$ cat config.mk
export PLATFORM = sky130hd
export DESIGN_NAME = rr_decoder_driver
export DESIGN_NICKNAME = d
export VERILOG_FILES = /design/src/rtl/rr_decoder_driver_pkg.sv /design/src/rtl/rr_decoder_driver_pick4.sv /design/src/rtl/rr_decoder_driver.sv
export SDC_FILE = /design/constraint.sdc
export NUM_CORES = 1
export LEC_CHECK = 0
export BUFFER_PORTS_ARGS = -buffer_cell sky130_fd_sc_hd__buf_4
export CAP_MARGIN = 20
export CORE_MARGIN = 2
export CORE_UTILIZATION = 45
export DETAILED_ROUTE_END_ITERATION = 12
export HOLD_SLACK_MARGIN = 0.05
export MAX_ROUTING_LAYER = met4
export SKIP_CTS_REPAIR_TIMING = 1
export SLEW_MARGIN = 15
export SYNTH_ARGS = -nofsm -noshare
export SYNTH_HDL_FRONTEND = slang
export SYNTH_SLANG_ARGS = --single-unit
$ cat constraint.sdc
create_clock -name clk -period 5.4 [get_ports clk]
set_input_delay 0 -clock clk [delete_from_list [all_inputs] [get_ports clk]]
set_output_delay 0 -clock clk [all_outputs]
set_load 0.03 [all_outputs]
$ cat src/rtl/rr_decoder_driver_pkg.sv
// Shared types and constants for the round-robin decoder driver.
// State encodings, index width and default burst length live here.
package rr_decoder_driver_pkg;

  localparam int IDX_W         = 2;
  localparam int NREQ          = 4;
  localparam int DEF_MAX_BURST = 4;

  typedef logic [IDX_W-1:0] idx_t;

  typedef enum logic {
    ST_IDLE  = 1'b0,
    ST_GRANT = 1'b1
  } state_t;

  typedef struct packed {
    logic en;
    logic last;
    idx_t idx;
  } grant_t;

  function automatic idx_t idx_inc(idx_t i);
    return i + idx_t'(1);
  endfunction

endpackage

$ cat src/rtl/rr_decoder_driver_pick4.sv
// Rotating first-set-bit search over four requests.
// Returns the first set index at or above ptr, wrapping mod 4.
module rr_pick4
  import rr_decoder_driver_pkg::*;
(
  input  logic [NREQ-1:0] req,
  input  idx_t            ptr,
  output logic            found,
  output idx_t            idx
);

  logic [2*NREQ-1:0] dbl;
  logic [NREQ-1:0]   rot;

  always_comb begin
    dbl   = {req, req};
    rot   = dbl[{1'b0, ptr} +: NREQ];
    found = |rot;
    idx   = ptr;
    // Walk down so the lowest rotated bit wins.
    for (int i = NREQ-1; i >= 0; i--) begin
      if (rot[i]) idx = ptr + idx_t'(i);
    end
  end

endmodule

$ cat src/rtl/rr_decoder_driver.sv
// Round-robin driver for a 2-to-4 decoder: bounded bursts with a
// forced enable-low gap cycle between grants.
module rr_decoder_driver
  import rr_decoder_driver_pkg::*;
#(
  parameter int MAX_BURST = DEF_MAX_BURST,
  parameter int CNT_W     = 8
) (
  input  logic            clk,
  input  logic            reset_n,
  input  logic [NREQ-1:0] req,
  output logic            addr0,
  output logic            addr1,
  output logic            enable,
  output logic            grant_last
);

  localparam logic [CNT_W-1:0] CNT_MAX = CNT_W'(MAX_BURST);
  localparam logic [CNT_W-1:0] CNT_ONE = CNT_W'(1);

  state_t           state, state_n;
  idx_t             ptr, ptr_n;
  logic [CNT_W-1:0] cnt, cnt_n;
  logic [NREQ-1:0]  req_q;
  grant_t           g, g_n;
  logic             found;
  idx_t             pick;

  // Arbitration runs on the registered request so no req->output path exists.
  rr_pick4 u_pick (
    .req   (req_q),
    .ptr   (ptr),
    .found (found),
    .idx   (pick)
  );

  always_comb begin
    state_n = state;
    ptr_n   = ptr;
    cnt_n   = cnt;
    g_n     = g;
    unique case (state)
      ST_IDLE: begin
        g_n.en = found;
        if (found) begin
          g_n.idx = pick;
          cnt_n   = CNT_ONE;
          state_n = ST_GRANT;
        end
      end
      ST_GRANT: begin
        if (!req_q[g.idx] || cnt == CNT_MAX) begin
          g_n.en  = 1'b0;
          ptr_n   = idx_inc(g.idx);
          cnt_n   = '0;
          state_n = ST_IDLE;
        end else begin
          cnt_n = cnt + CNT_ONE;
        end
      end
      default: state_n = ST_IDLE;
    endcase
    // req becomes req_q next cycle, so this predicts next cycle's release.
    g_n.last = g_n.en &&
               (!req[g_n.idx] || cnt_n == CNT_MAX);
  end

  always_ff @(posedge clk or negedge reset_n) begin
    if (!reset_n) begin
      state <= ST_IDLE;
      ptr   <= '0;
      cnt   <= '0;
      req_q <= '0;
      g     <= '0;
    end else begin
      state <= state_n;
      ptr   <= ptr_n;
      cnt   <= cnt_n;
      req_q <= req;
      g     <= g_n;
    end
  end

  assign {addr1, addr0} = g.idx;
  assign enable         = g.en;
  assign grant_last     = g.last;

endmodule
==> results of run 1 <==
-- final cells by class --
type                            count  area share, %
Tap cell                           30           2.80
Inverter                            8           2.24
Sequential cell                    19           35.5
Multi-Input combinational cell     93           48.7
Timing Repair Buffer               14           8.79
Clock buffer                        4           1.96
-- cell usage after synthesis, types with 3 or more instances --
library cell and number:
dfrtp_1 19, nand2_1 12, inv_1 8, o21ai_1 8
a21oi_1 7, nor2_1 7, and3_1 5, o21ai_0 5
nand2b_1 4, a21boi_0 3, nand3_1 3, nor2b_1 3
o211ai_1 3, o31ai_1 3
-- power breakdown --
part / internal, mW / switching, mW
Combinational: 0.120 / 0.161
Clock: 0.0287 / 0.0433
Sequential: 0.177 / 0.0497
-- logic make-up (layout without fill, tap and decap cells) --
| kind of cell | after synthesis | after routing | share of synthesized area (%) |
|---|---|---|---|
| AOI/OAI and AO/OA | 44 | 44 | 27.8 |
| and+or+nand+nor | 42 | 42 | 20.3 |
| DFF | 19 | 19 | 40.3 |
| buffers and inverters | 11 | 26 | 4.35 |
| muxes | 3 | 3 | 3.61 |
| adders and majority gates | 2 | 2 | 2.12 |
| xor gates and xnor gates | 2 | 2 | 1.49 |
-- metrics by stage --
step | setup slack, ps | hold WS, ps
after global routing | 3170 | 121
after detailed placement | 3370 | -107
after global placement | 3420 | -109
after CTS | 3350 | -439
after floorplan | 3530 | -296
final | 3360 | 109
-- metal layers --
layer	routed length, µm	GRT usage, %
met5	0	-
met4	18	6.10
met3	80	3.23
met2	1150	30.2
met1	1300	30.0
-- flip-flops by register name (all words and copies together) (netlist names) --
register / count
req_q: 4
enable: 1
ptr: 2
addr1: 1
addr0: 1
grant_last: 1
cnt: 8
state: 1
-- worst max path at each step --
stage                        start    endpoint  slack, ps  depth (start not counted)
after floorplan              addr0  grant_last       3530                          7
after global placement    req_q[0]  grant_last       3420                          6
after detailed placement    cnt[5]      cnt[3]       3370                          6
after CTS                   cnt[5]  grant_last       3350                          6
after global routing        cnt[5]      cnt[3]       3170                          6
final                       cnt[5]      cnt[2]       3360                          6
==> qor.csv, run 1 <==
stage,metric,value,unit
run_status,outcome,"finished, final reports clean",
finish,multi_input_area,652,µm²
clocking,cts_tree,done,
clocking,cts_sinks,19,
worst_setup_path,r2r_start,cnt[5],
pwr,leakage,0.561,nW
sta,hold_viol_final,0,
worst_setup_path,reg2reg_slack,3360,ps
finish,final_common_cell,dfrtp_1,
yosys,synth.area.top_cells,"dfrtp_1, nand2_1, o21ai_1",
yosys,synth_top_area_share,40.3,%
worst_setup_path,critPathKind,reg2reg,
sta,fin_setup_tns,0,ps
finish,seqCellArea,475,µm²
yosys,synth_nets,131,
route,via_per_inst,5.58,
worst_setup_path,crit_chain,or3_4 > o41ai_4 > or2_1 > nor2_1 > o21ai_1 > o21ai_1,
finish,area_delta_synth_final,13.6,%
finish,final_area,1340,µm²
pwr,vdd_ir_drop_max,0.000226,V
finish,fin_cells,168,
placed_design,globalplace.congestion,0.835,
placed_design,dp.cells,159,
placed_design,hpwl,1900,µm
worst_setup_path,path_buf_inv,0,
floorplan,start_util,47.6,%
route,routed_wl,2550,µm
yosys,postSynthCellCount,123,
sta,finalSetupViolations,0,
yosys,syn_area,1180,µm²
clocking,cts_root_buffer,clkbuf_4,
yosys,yosys_warnings,0,
floorplan,die_area,3040,µm²
sta,max_freq,491,MHz
route,wire_per_inst,15.2,µm
worst_setup_path,r2r_cells,6,
worst_setup_path,cp.required,5580,ps
sta,timing.slew.headroom,66.4,%
route,drt_iter0_markers,18,
finish,fin_util,54.0,%
global_routing,grt_max_degree,20,
placed_design,post_dp_cell_area,1260,µm²
yosys,synth_edf_count,0,
yosys,synth_ff_type,dfrtp_1,
sta,worstMarginPinSlew,498,ps
floorplan,die_w,55.2,µm
finish,drive_gt1_share,15.9,%
placed_design,port_buffers,9,
sta,rsz0062_at_grt,no,
worst_setup_path,max_stage_delay,470,ps
worst_setup_path,reg2reg_to,cnt[2],
global_routing,grt_pass1_vias,883,
floorplan,core_area,2480,µm²
floorplan,io_pins,10,
worst_setup_path,critPathLaunchType,flip-flop,
route,ant_nets,0,
finish,fillers,249,
sta,fin_worst_skew,4.54,ps
worst_setup_path,crit_arrival,2210,ps
worst_setup_path,cp_max_fo,9,
clocking,path_clk_slew,110,ps
global_routing,antenna_found_initial,0,
min_path,hold_class,in2async,
global_routing,overflow,0,
sta,slew_violations,0,
finish,antenna_cells,0,
yosys,yosysSeqAreaShare,40.3,%
clocking,cts-buffers-inserted,3,
worst_setup_path,crit_slowest_cell,dfrtp_1,
route,num_vias,937,
clocking,clk_latency,290,ps
global_routing,grt_pass1_wl,4280,µm
sta,fin_crit_sh,37.7,%
clocking,clockBufferDepth,2,
yosys,synth_top_area_cell,dfrtp_1,
worst_setup_path,cp_top_family,simple AND/OR/NAND/NOR gates,
sta,finalCriticalPeriod,2040,ps
yosys,ys_ff_latch,19,
yosys,syn_area_per_cell,9.58,µm²
route,drt_drc_violations_left,0,
global_routing,grt_use_total,20.8,%
yosys,async_flop_share,100,%
finish,fin_nets,147,
clocking,h-tree-depth,1,
pwr,p_per_area,433,nW/µm²
worst_setup_path,crit_path_end_kind,flip-flop,
yosys,synth_cell_types,39,
floorplan,dieHeight,55.2,µm
run,max_cap_violations,0,
finish,final_cell_mix,"dfrtp_1, nand2_1, buf_4",
worst_setup_path,cpMostUsedCell,o21ai_1,
route,drt_first_pass_iters,4,
pwr,p_total,0.580,mW
floorplan,rows,18,
Note: power is estimated with default switching activity, not from simulation.
==> inputs of run 2 (changes only) <==
==> constraint.sdc (replaced) <==
create_clock -name clk -period 1.9 [get_ports clk]
set_input_delay 0 -clock clk [delete_from_list [all_inputs] [get_ports clk]]
set_output_delay 0 -clock clk [all_outputs]
set_load 0.03 [all_outputs]
==> qor.csv, run 2 (same netlist as run 1, synthesis figures left out) <==
stage,metric,value,unit
run_status,outcome,"finished, violations left",
run_status,violations,negative setup slack,
worst_setup_path,crit_arrival,2160,ps
route,drt_drc_violations_left,0,
worst_setup_path,cp_max_fo,8,
route,dr_wl_met3,65,µm
pwr,internal-power,1.06,mW
pwr,swShare,42.3,%
pwr,power_switching,0.776,mW
global_routing,overflow,0,
finish,reg_top3,"cnt: 8 flops, req_q: 4 flops, ptr: 2 flops",
placed_design,place_ws,-20.2,ps
worst_setup_path,cp.required,2130,ps
floorplan,die_area,3040,µm²
floorplan,rows,18,
pwr,leakage,0.652,nW
route,drt_first_pass_iters,4,
floorplan,start_util,47.6,%
route,wl_met2,1240,µm
pwr,vdd_ir_drop_max,0.000843,V
sta,fin_worst_skew,9.72,ps
floorplan,dieHeight,55.2,µm
placed_design,dp.cells,176,
finish,area_delta_synth_final,26.4,%
global_routing,antenna_found_initial,0,
sta,worstMarginPinSlew,483,ps
global_routing,grt_pass1_wl,4250,µm
global_routing,grt_pass1_vias,920,
sta,finalCriticalPeriod,1920,ps
finish,drive_gt1_share,29.5,%
clocking,clk_latency,310,ps
clocking,cts-buffers-inserted,3,
sta,finalSetupViolations,1,
sta,timing.slew.headroom,67.5,%
finish,final_common_cell,buf_4,
pwr,p_clk_share,12.2,%
route,num_vias,1024,
placed_design,hpwl,1920,µm
placed_design,globalplace.congestion,0.822,
sta,whs,79.0,ps
floorplan,die_w,55.2,µm
global_routing,grt_max_degree,20,
min_path,hold_class,in2async,
pwr,seq_power_share,32.8,%
worst_setup_path,critPathKind,reg2reg,
pwr,p_per_area,1230,nW/µm²
finish,top_register,cnt,
route,met1_length,1410,µm
finish,largest_reg_flops,8,
sta,worst_slack,-24.3,ps
route,drt_iter0_markers,13,
floorplan,core_area,2480,µm²
finish,fin_cells,186,
finish,final_cell_mix,"buf_4, dfrtp_1, nand2_1",
clocking,path_clk_slew,130,ps
pwr,pwr-share-comb,55.0,%
sta,fin_crit_sh,101,%
route,via_per_inst,5.51,
placed_design,port_buffers,9,
run,max_cap_violations,0,
sta,rsz0062_at_grt,yes,
sta,max_freq,520,MHz
global_routing,grt_use_total,20.5,%
route,ant_nets,0,
route,dr.max_layer_used,met4,
clocking,cts_sinks,19,
clocking,cts_root_buffer,clkbuf_4,
route,routed_wl,2740,µm
finish,fin_nets,165,
route,wire_per_inst,14.7,µm
clocking,h-tree-depth,1,
clocking,clockBufferDepth,2,
sta,slew_violations,0,
finish,antenna_cells,0,
sta,hold_viol_final,0,
clocking,cts_tree,done,
floorplan,io_pins,10,
worst_setup_path,crit_path_end_kind,flip-flop,
worst_setup_path,critPathLaunchType,flip-flop,
[run 2: power groups by stage]
stage          combinational, mW  clock [mW]  sequential [mW]
6_report                    1.01       0.225            0.602
5_1_grt                     1.11       0.242            0.616
4_1_cts                    0.975       0.222            0.600
3_5_place_dp               0.967           0            0.610
3_3_place_gp               0.961           0            0.603
2_1_floorplan              0.544           0            0.692
[run 2: cell type report]
type,count,area (µm²)
Tap cell,30,37.5
Fill cell,219,987
Clock buffer,4,26.3
Timing Repair Buffer,32,253
Sequential cell,19,479
Multi-Input combinational cell,93,664
Inverter,8,30.0
[run 2: through the flow]
step	cell area (µm²)	setup TNS [ps]	total power, mW	util [%]
3_3_place_gp	1390	-9.26	1.56	56.1
5_1_grt	1490	-105	1.97	60.2
2_1_floorplan	1180	0	1.24	-
4_1_cts	1420	-160	1.80	57.2
3_5_place_dp	1390	-28.9	1.58	56.1
6_report	1490	-24.3	1.84	60.2
[run 2: layer usage]
layer	vias to the layer above	global-route usage, %
met4	0	4.88
met3	4	3.23
met1	490	29.4
met2	16	30.4
met5	-	-
li1	514	-
[run 2: worst max-delay path: stages, from the launching register on]
cell and delay, ps:
dfrtp_2 490, or4_4 540, a21boi_1 220, a41oi_2 80, a31o_1 220, o32a_1 160
o22ai_1 150
[run 2: final timing paths]
path / cells past startpoint / end / slack [ps] / startpoint
hold / removal: 2 / cnt[7] / 80 / reset_n
max in group asynchronous: 2 / req_q[0] / 1590 / reset_n
hold reg to reg: 2 / enable / 550 / enable
min in group clk: 2 / req_q[2] / 350 / req[2]
setup reg to reg: 6 / grant_last / -20 / req_q[1]
setup / recovery: 6 / grant_last / -20 / req_q[1]
